===== src/rtl/d8_fetch_ctrl.sv =====
// rtl/d8_fetch_ctrl.sv - dumb8 instruction fetch sequencer: PC, mem_inst read port, 2-entry decode buffer.
// Optional breakpoint stop on fetch address enabled by D8_FETCH_BRK_EN.
module d8_fetch_ctrl #(
  parameter logic [7:0] RESET_PC = 8'h00,
  parameter logic [7:0] PC_STEP  = 8'h04
) (
  input  logic        sys_clk,
  input  logic        sys_rst,
  output logic        mem_en,
  output logic [7:0]  mem_adr,
  input  logic [31:0] mem_dout,
  output logic        inst_valid,
  input  logic        inst_ready,
  output logic [31:0] inst,
  output logic [7:0]  inst_pc,
  input  logic        redirect,
  input  logic [7:0]  redirect_pc,
  input  logic        halt,
  output logic        busy
`ifdef D8_FETCH_BRK_EN
  ,
  input  logic        brk_en,
  input  logic [7:0]  brk_adr,
  output logic        brk_hit
`endif
);

  logic [7:0]       pc_q, pc_d;
  logic             inflight_q, inflight_d;
  logic [7:0]       tag_q, tag_d;
  logic [1:0][31:0] word_q, word_d;
  logic [1:0][7:0]  bpc_q, bpc_d;
  logic [1:0]       count_q, count_d;
  logic [31:0]      last_word_q, last_word_d;
  logic [7:0]       last_pc_q, last_pc_d;

  logic             pop, push, brk_stop, brk_match;
  logic [2:0]       credit;
  logic [1:0]       wr_pos;

`ifdef D8_FETCH_BRK_EN
  logic             brk_hit_q, brk_hit_d;
  assign brk_match = brk_en & (pc_q == brk_adr);
  assign brk_stop  = brk_hit_q | brk_match;
  assign brk_hit   = brk_hit_q;
`else
  assign brk_match = 1'b0;
  assign brk_stop  = 1'b0;
`endif

  assign inst_valid = (count_q != 2'd0);
  assign inst       = inst_valid ? word_q[0] : last_word_q;
  assign inst_pc    = inst_valid ? bpc_q[0]  : last_pc_q;
  assign busy       = inflight_q | inst_valid;
  assign mem_adr    = pc_q;

  assign pop    = inst_valid & inst_ready & ~redirect;
  assign push   = inflight_q & ~redirect;
  // Slots already promised: buffered entries plus the one on the way, minus what leaves this edge.
  assign credit = {1'b0, count_q} + {2'b00, inflight_q} - {2'b00, pop};
  assign mem_en = sys_rst & ~halt & ~redirect & ~brk_stop & (credit < 3'd2);
  assign wr_pos = count_q - {1'b0, pop};

  always_comb begin
    pc_d        = pc_q;
    inflight_d  = 1'b0;
    tag_d       = tag_q;
    word_d      = word_q;
    bpc_d       = bpc_q;
    count_d     = count_q;
    last_word_d = last_word_q;
    last_pc_d   = last_pc_q;
`ifdef D8_FETCH_BRK_EN
    brk_hit_d   = brk_hit_q;
`endif
    if (redirect) begin
      pc_d    = redirect_pc;
      count_d = 2'd0;
`ifdef D8_FETCH_BRK_EN
      brk_hit_d = 1'b0;
`endif
    end else begin
      if (mem_en) begin
        pc_d       = pc_q + PC_STEP;
        inflight_d = 1'b1;
        tag_d      = pc_q;
      end
      if (pop) begin
        last_word_d = word_q[0];
        last_pc_d   = bpc_q[0];
        word_d[0]   = word_q[1];
        bpc_d[0]    = bpc_q[1];
      end
      if (push) begin
        word_d[wr_pos[0]] = mem_dout;
        bpc_d[wr_pos[0]]  = tag_q;
      end
      count_d = count_q + {1'b0, push} - {1'b0, pop};
`ifdef D8_FETCH_BRK_EN
      if (brk_match) brk_hit_d = 1'b1;
`endif
    end
  end

  always_ff @(posedge sys_clk or negedge sys_rst) begin
    if (!sys_rst) begin
      pc_q        <= RESET_PC;
      inflight_q  <= 1'b0;
      tag_q       <= 8'h00;
      word_q      <= '0;
      bpc_q       <= '0;
      count_q     <= 2'd0;
      last_word_q <= 32'h0;
      last_pc_q   <= 8'h00;
`ifdef D8_FETCH_BRK_EN
      brk_hit_q   <= 1'b0;
`endif
    end else begin
      pc_q        <= pc_d;
      inflight_q  <= inflight_d;
      tag_q       <= tag_d;
      word_q      <= word_d;
      bpc_q       <= bpc_d;
      count_q     <= count_d;
      last_word_q <= last_word_d;
      last_pc_q   <= last_pc_d;
`ifdef D8_FETCH_BRK_EN
      brk_hit_q   <= brk_hit_d;
`endif
    end
  end

endmodule


===== config.mk =====
export PLATFORM = sky130hd
export DESIGN_NAME = d8_fetch_ctrl
export DESIGN_NICKNAME = d
export VERILOG_FILES = /design/src/rtl/d8_fetch_ctrl.sv
export SDC_FILE = /design/constraint.sdc
export NUM_CORES = 1
export LEC_CHECK = 0
export ABC_AREA = 1
export CAP_MARGIN = 5
export CORE_ASPECT_RATIO = 2
export CORE_MARGIN = 4
export CORE_UTILIZATION = 55
export CTS_CLUSTER_SIZE = 10
export DETAILED_ROUTE_END_ITERATION = 7
export PLACE_DENSITY_LB_ADDON = 0.3
export SYNTH_ARGS = -nofsm -noshare
export SYNTH_HDL_FRONTEND = slang
export SYNTH_SLANG_ARGS = --single-unit

===== constraint.sdc =====
create_clock -name sys_clk -period 3.49 [get_ports sys_clk]
set_input_delay 0.349 -clock sys_clk [delete_from_list [all_inputs] [get_ports sys_clk]]
set_output_delay 0.349 -clock sys_clk [all_outputs]
set_load 0.01 [all_outputs]

==> summary.md, run 1 <==
| Metric | Value |
|---|---|
| Met2 Track Usage GR | between 40% and 50% |
| Worst hold-check slack | about 0.10 ns |
| DR WL/cell | 14.5 um |
| Power Total | around 6.6 mW |
| Psw | approximately 2.1 mW |
| Drt pass-1 iters | 5 |
| Initial Util | about 56% |
| Type of origin of the critical path | flip-flop |
| Post-DP HPWL | 9570 um |
| Antenna Cells | 0 |
| Final setup fails | 0 |
| Lkg Pwr | ~4.3 nW |
| Met3 usage | under 10% |
| Grt peak-use layer | met2 |
| Fmax | slightly above 300 MHz |
| First-pass GRT wire length | 26500 um |
| Post-synthesis sequential area ratio | about half |
| Setup Skew | between 0.008 and 0.009 ns |
| Most frequent cells in the layout | 199 x nand2_1, 139 x dfrtp_1, 128 x inv_1, 117 x o21ai_0, 93 x clkdlybuf4s50_1 |
| Cell internal pwr | about 4.5 mW |
| Max-cap violations | 0 |
| Avg Cell Area, Syn | approximately 8.1 um^2 |
| Final Critical Period | between 3 and 4 ns |
| Synth warnings | 0 |
| Initial antenna violation count | 0 |
| Die span in x | 87.0 um |
| Layout cells sized above 1 | a little over a tenth |
| Buffers on Ports | 95 |
| Most common cell after layout, fill and taps aside | nand2_1 |
| Final ANT Viol Nets | 0 |
| FF-to-FF Start | count_q[1] |
| Drt total wl | between 15000 and 20000 um |
| Worst-Margin Slew | around 1.1 ns |
| P&R area growth vs syn | 23.3% |
| Clock Latency Late Sink | 0.41 ns |
| Critical-path top delay cell | clkdlybuf4s50_1 |
| Met1 global-route usage | a little over a quarter |
| Setup total negative slack | 0 ns |
| RSZ-0062 raised after global routing | false |
| Mapped Nets | 896 |
| I/O pin count | between 90 and 100 |
| Clk root buf | clkbuf_16 |
| Outcome | finished, final reports clean |
| Critical Path AT | about 2.9 ns |
| FF+latch count, synth | around 140 |
| Switching share of power | a little under a third |
| Worst slew margin | roughly a quarter |
| Cell variety after synth | 26 |
| Min-delay worst type | input pin to async pin |
| Row count | 57 |
| Critical Path RT | 3.14 ns |
| Crit-path max cell delay | a little over 0.6 ns |
| Iteration-0 DRC Markers | around 290 |
| CP bufs+invs | 5 |
| WS Path Type | flip-flop to primary output |
| Slew Limit Fails | 0 |
| Gate Count Post-Synth | between 800 and 900 |
| CORE AREA | 12200 um^2 |
| Largest net degree at the start of global routing | 122 |
| Htree depth | 4 |
| TritonCTS clock tree | built |
| PD cells | approximately 800 nW/um^2 |
| Die Y | 166 um |
| Crit path max fanout | 39 |
| Flop pwr share | between 30% and 40% |
| Post-CTS Setup Inserts | 0 |
| Vias per inst | 5.20 |
| Crit end category | primary output |
| Comb pwr share | a little under a third |
| Final Hold Viols | 0 |
| Drt drc | 0 |
| Global placement routability congestion | ~0.77 |
| Worst-path cell chain | inv_2 > nand2_2 > buf_6 > inv_2 > buf_4 > nand2_1 > o21ai_0 > clkdlybuf4s50_1 |
| Clock power share | between 30% and 40% |
| CTS buffer count | 17 |
| Reg clk slew, reported paths | 0.06 ns |
| Peak supply drop | 449 uV |
| Gr ovfl total | 0 |
| CTS max path bufs | 2 |
| Mapped cell area | around 6900 um^2 |
| CP top delay family | buffers and inverters |
| Crit path launch | count_q[1] |
| # nets final | approximately 970 |
| Die footprint | ~14000 um^2 |
| Via count | about 5600 |
| GRT Total Usage | between 20% and 30% |
| Final cycle utilization of the critical path | between 90% and 100% |
| CP dominant cell by count | inv_2 |
| Vias in the first global route | ~5600 |
| # clock sinks | 139 |
==> flip-flops by register name (all words and copies together), names as in the netlist <==
register and cells:
count_q 2, word_q 64, mem_adr 8, bpc_q 16, inflight_q 1, last_word_q 32, tag_q 8, last_pc_q 8
==> what timing repair did <==
item / 4_1_cts / 5_1_grt
gates cloned: 0 / 0
resized for setup: 1 / 1
endpoints found under the setup margin: 1 / 5
hold buffers: 0 / 0
==> power by group through the flow <==
stage               Sequential, mW  Combinational [mW]  Clock [mW]
finish                        2.52                2.00        2.07
global route                  2.59                2.28        2.17
CTS                           2.52                2.03        2.10
detailed placement            2.53                2.00           0
global placement              2.50                1.95           0
floorplan                     2.46                1.20           0
==> cell families (layout without fill, tap and decap cells) <==
| logic type | after synthesis | count (layout) | synth area share [%] |
|---|---|---|---|
| buffers and inverters | 189 | 273 | 12.1 |
| XOR/XNOR | 4 | 4 | 0.510 |
| AND/OR/NAND/NOR | 315 | 315 | 19.1 |
| flip-flops | 139 | 139 | 50.6 |
| AO/OA/AOI/OAI | 192 | 192 | 16.5 |
| adder cells (fa/ha/maj) | 6 | 6 | 1.20 |
==> through the flow <==
step | area (um^2) | std cells | worst slack, ns | util [%]
final | 8470 | 1076 | 0.246 | 69.5
after global routing | 8470 | 1076 | 0.0453 | 69.5
after CTS | 8470 | 1076 | 0.123 | 69.5
after detailed placement | 7790 | 1044 | 0.0565 | 63.9
after global placement | 7790 | 1044 | 0.119 | 63.9
after floorplan | 6870 | 845 | 0.588 | -
==> per-layer routing <==
metal	share of wire, %	up-vias
li1	-	2812
met1	40	2629
met2	55	132
met3	4.0	18
met4	1.4	0
met5	0	-
==> synth_stat cells, drive strengths merged <==
master	instances	share of area [%]
nand2	202	11
o21ai	158	14
dfrtp	139	51
inv	132	7.2
nand3	85	6.2
buf	30	3.4
clkbuf	26	1.4
nor2	26	1.6
a21oi	16	1.2
a31oi	16	1.5
ha	5	0.91
xor2	3	0.38
a21boi	2	0.22
or2	2	0.18
clkinv	1	0.055
fa	1	0.29
xnor2	1	0.13
==> final cells by class <==
cell class	instances	area, um^2
Timing Repair Buffer	108	1050
Clock inverter	13	238
Clock buffer	19	443
Fill cell	952	3720
Tap cell	147	184
Sequential cell	139	3480
Multi-Input combinational cell	517	2580
Inverter	133	499
==> worst reg2reg max path: cells and delay by family, from the launching register on <==
kind                     cells  cell delay [ns]
buffers and inverters        4             0.48
flip-flops                   1             0.45
adder cells (fa/ha/maj)      2             0.76
AND/OR/NAND/NOR              9             0.94
==> path summary, 6_finish.rpt <==
path | slack, ns | depth (start not counted) | end
setup / recovery | 0.25 | 8 | inst[29]
hold / removal | 0.10 | 2 | word_q[28]
setup reg to reg | 0.72 | 15 | mem_adr[3]
hold reg to reg | 0.48 | 2 | bpc_q[14]
max in group asynchronous | 1.90 | 3 | last_pc_q[3]
min in group sys_clk | 0.30 | 5 | inflight_q
No activity file was read; power rests on OpenSTA's default activity.
==> run 2: changes to the inputs <==
--- a/config.mk
+++ b/config.mk
@@ -8,10 +8,11 @@
 export ABC_AREA = 1
 export CAP_MARGIN = 5
 export CORE_ASPECT_RATIO = 2
-export CORE_MARGIN = 4
+export CORE_MARGIN = 2
 export CORE_UTILIZATION = 55
 export CTS_CLUSTER_SIZE = 10
 export DETAILED_ROUTE_END_ITERATION = 7
+export GPL_TIMING_DRIVEN = 0
 export PLACE_DENSITY_LB_ADDON = 0.3
 export SYNTH_ARGS = -nofsm -noshare
 export SYNTH_HDL_FRONTEND = slang
==> summary.md, run 2 (synthesis results as in run 1) <==
| Metric | Value |
|---|---|
| Die span in x | approximately 83 um |
| Initial Util | 56.4% |
| Final ANT Viol Nets | 0 |
| Comb pwr share | 31.3% |
| Iteration-0 DRC Markers | roughly 460 |
| Hold path start | redirect |
| Gr ovfl total | 0 |
| Worst-path cell chain | inv_2 > nand2_4 > nand2_4 > inv_1 > ha_1 > or2_2 > fa_1 > nand2_1 > inv_1 > nand2_1 > nor2_4 > buf_6 > clkbuf_2 |
| Final setup fails | 0 |
| Via count | around 6100 |
| Type of origin of the critical path | flip-flop |
| DR WL/cell | approximately 16 um |
| Outcome | finished, final reports clean |
| Clock power share | 30.4% |
| Drt total wl | between 15000 and 20000 um |
| FF-to-FF Start | count_q[1] |
| R2r worst-path depth | 15 |
| Setup WS post-layout | approximately 0.23 ns |
| Setup Skew | between 0.004 and 0.005 ns |
| CORE AREA | roughly 12000 um^2 |
| FF/Latch Area | around 3500 um^2 |
| Reg clk slew, reported paths | 0.06 ns |
| Min-Delay Endpoint | inflight_q |
| Global placement routability congestion | between 0.8 and 0.9 |
| GRT Total Usage | ~28% |
| Slew Limit Fails | 0 |
| CTS buffer count | 17 |
| Largest regs | word_q x64, last_word_q x32, bpc_q x16 |
| Fmax | 307 MHz |
| CTS max path bufs | 2 |
| Setup total negative slack | 0 ns |
| Initial antenna violation count | 0 |
| TritonCTS clock tree | built |
| Psw | about 2.1 mW |
| Worst-Margin Slew | around 0.7 ns |
| Clk root buf | clkbuf_16 |
| Post-DP Area | ~8000 um^2 |
| Post-Place Cells | 1087 |
| Critical Path AT | 2.91 ns |
| Most common cell after layout, fill and taps aside | nand2_1 |
| WS Path Type | flip-flop to primary output |
| Final cycle utilization of the critical path | between 90% and 100% |
| Most frequent cells in the layout | 200 x nand2_1, 138 x dfrtp_1, 127 x inv_1, 117 x o21ai_0, 92 x clkdlybuf4s50_1 |
| # clock sinks | around 140 |
| Cell internal pwr | 4.50 mW |
| Largest register FFs | 64 |
| Max-cap violations | 0 |
| Row count | 57 |
| PD cells | ~750 nW/um^2 |
| FILL cells | around 910 |
| Crit end category | primary output |
| Drt drc | 0 |
| Htree depth | 4 |
| Lkg Pwr | 4.43 nW |
| Clock Latency Late Sink | around 0.42 ns |
| Worst slack, placed | -0.643 ns |
| Worst slew margin | 54.3% |
| Min-delay worst type | input pin to flip-flop |
| Vias per inst | about 5.5 |
| Switching share of power | approximately a third |
| Die Y | ~160 um |
| Critical Path RT | 3.14 ns |
| P&R area growth vs syn | 27.2% |
| Footprint of the multi-input gates | roughly 2600 um^2 |
| Drt pass-1 iters | 5 |
| Crit path max fanout | 10 |
| Peak supply drop | about 480 uV |
| Finished Cell Area | a little under 9000 um^2 |
| Final Hold Viols | 0 |
| R2r setup slk | 0.68 ns |
| Buffers on Ports | 94 |
| Die footprint | 13500 um^2 |
| I/O pin count | 96 |
| Post-DP HPWL | around 13000 um |
| # nets final | 1014 |
| Top register by number of flip-flops | word_q |
| Critical-path top delay cell | fa_1 |
| Crit-path max cell delay | 0.49 ns |
| Antenna Cells | 0 |
| First-pass GRT wire length | just under 30000 um |
| Power Total | 6.59 mW |
| Flop pwr share | a little under two fifths |
| RSZ-0062 raised after global routing | false |
| Worst Hold Depth | 4 |
| Final Critical Period | approximately 3.3 ns |
| Largest net degree at the start of global routing | between 70 and 80 |
| Layout cells sized above 1 | between 10 and 15% |
| FF-to-FF End | tag_q[7] |
| Finished Layout Cells | about 1100 |
| Vias in the first global route | about 6000 |
-- run 2: stage by stage --
stage	hold WS, ns	util [%]
after floorplan	0.0534	-
after CTS	0.381	71.5
after global placement	0.460	65.6
after detailed placement	0.405	65.8
after global routing	0.434	71.7
final	0.406	71.7
-- run 2: worst max-delay path by stage --
stage,slack (ns),end,cells after the start,startpoint
final,0.23,mem_en,13,count_q[1]
after global routing,0.1,mem_en,13,count_q[1]
after CTS,0.02,mem_en,13,count_q[1]
after detailed placement,-0.64,mem_en,15,inst_ready
after global placement,-3.82,mem_en,7,sys_rst
after floorplan,0.59,mem_en,13,count_q[1]
-- run 2: area by class of cell --
cell class	instances	area share, %
flip-flops and latches	139	39.8
repair buffers	100	11.5
inverters	133	5.71
clock inverters	11	2.19
multi-input cells	517	29.6
plain buffers	55	3.81
well taps	147	2.10
clock buffers	20	5.34
-- run 2: power groups by stage --
stage / clock network, mW / registers, mW / logic (mW)
2_1_floorplan: 0 / 2.46 / 1.20
3_3_place_gp: 0 / 2.51 / 1.98
3_5_place_dp: 0 / 2.53 / 2.04
4_1_cts: 2.02 / 2.52 / 2.07
5_1_grt: 2.09 / 2.59 / 2.30
6_report: 2.00 / 2.52 / 2.06
-- run 2: what timing repair did --
| item | 4_1_cts | 5_1_grt |
|---|---|---|
| hold buffers | 1 | 0 |
| endpoints found under the hold margin | 70 | 0 |
| gates resized for setup | 6 | 5 |
| buffers inserted | 2 | 2 |
| pin swaps | 2 | 0 |
| setup endpoints to repair | 1 | 1 |
-- run 2: critical path: cells and delay by family, from the launching register on --
kind / cells / cell delay, ns
simple gates: 6 / 0.76
fa+ha+maj: 2 / 0.77
flops: 1 / 0.42
buf+inv: 5 / 0.54
-- run 2: routing by layer --
metal / share of wire, % / track usage [%] / up-vias
met4: 4.1 / 14.3 / 0
met5: 0 / 0 / -
li1: - / - / 2919
met1: 36 / 31.0 / 2927
met2: 55 / 51.7 / 232
met3: 5.0 / 5.08 / 50
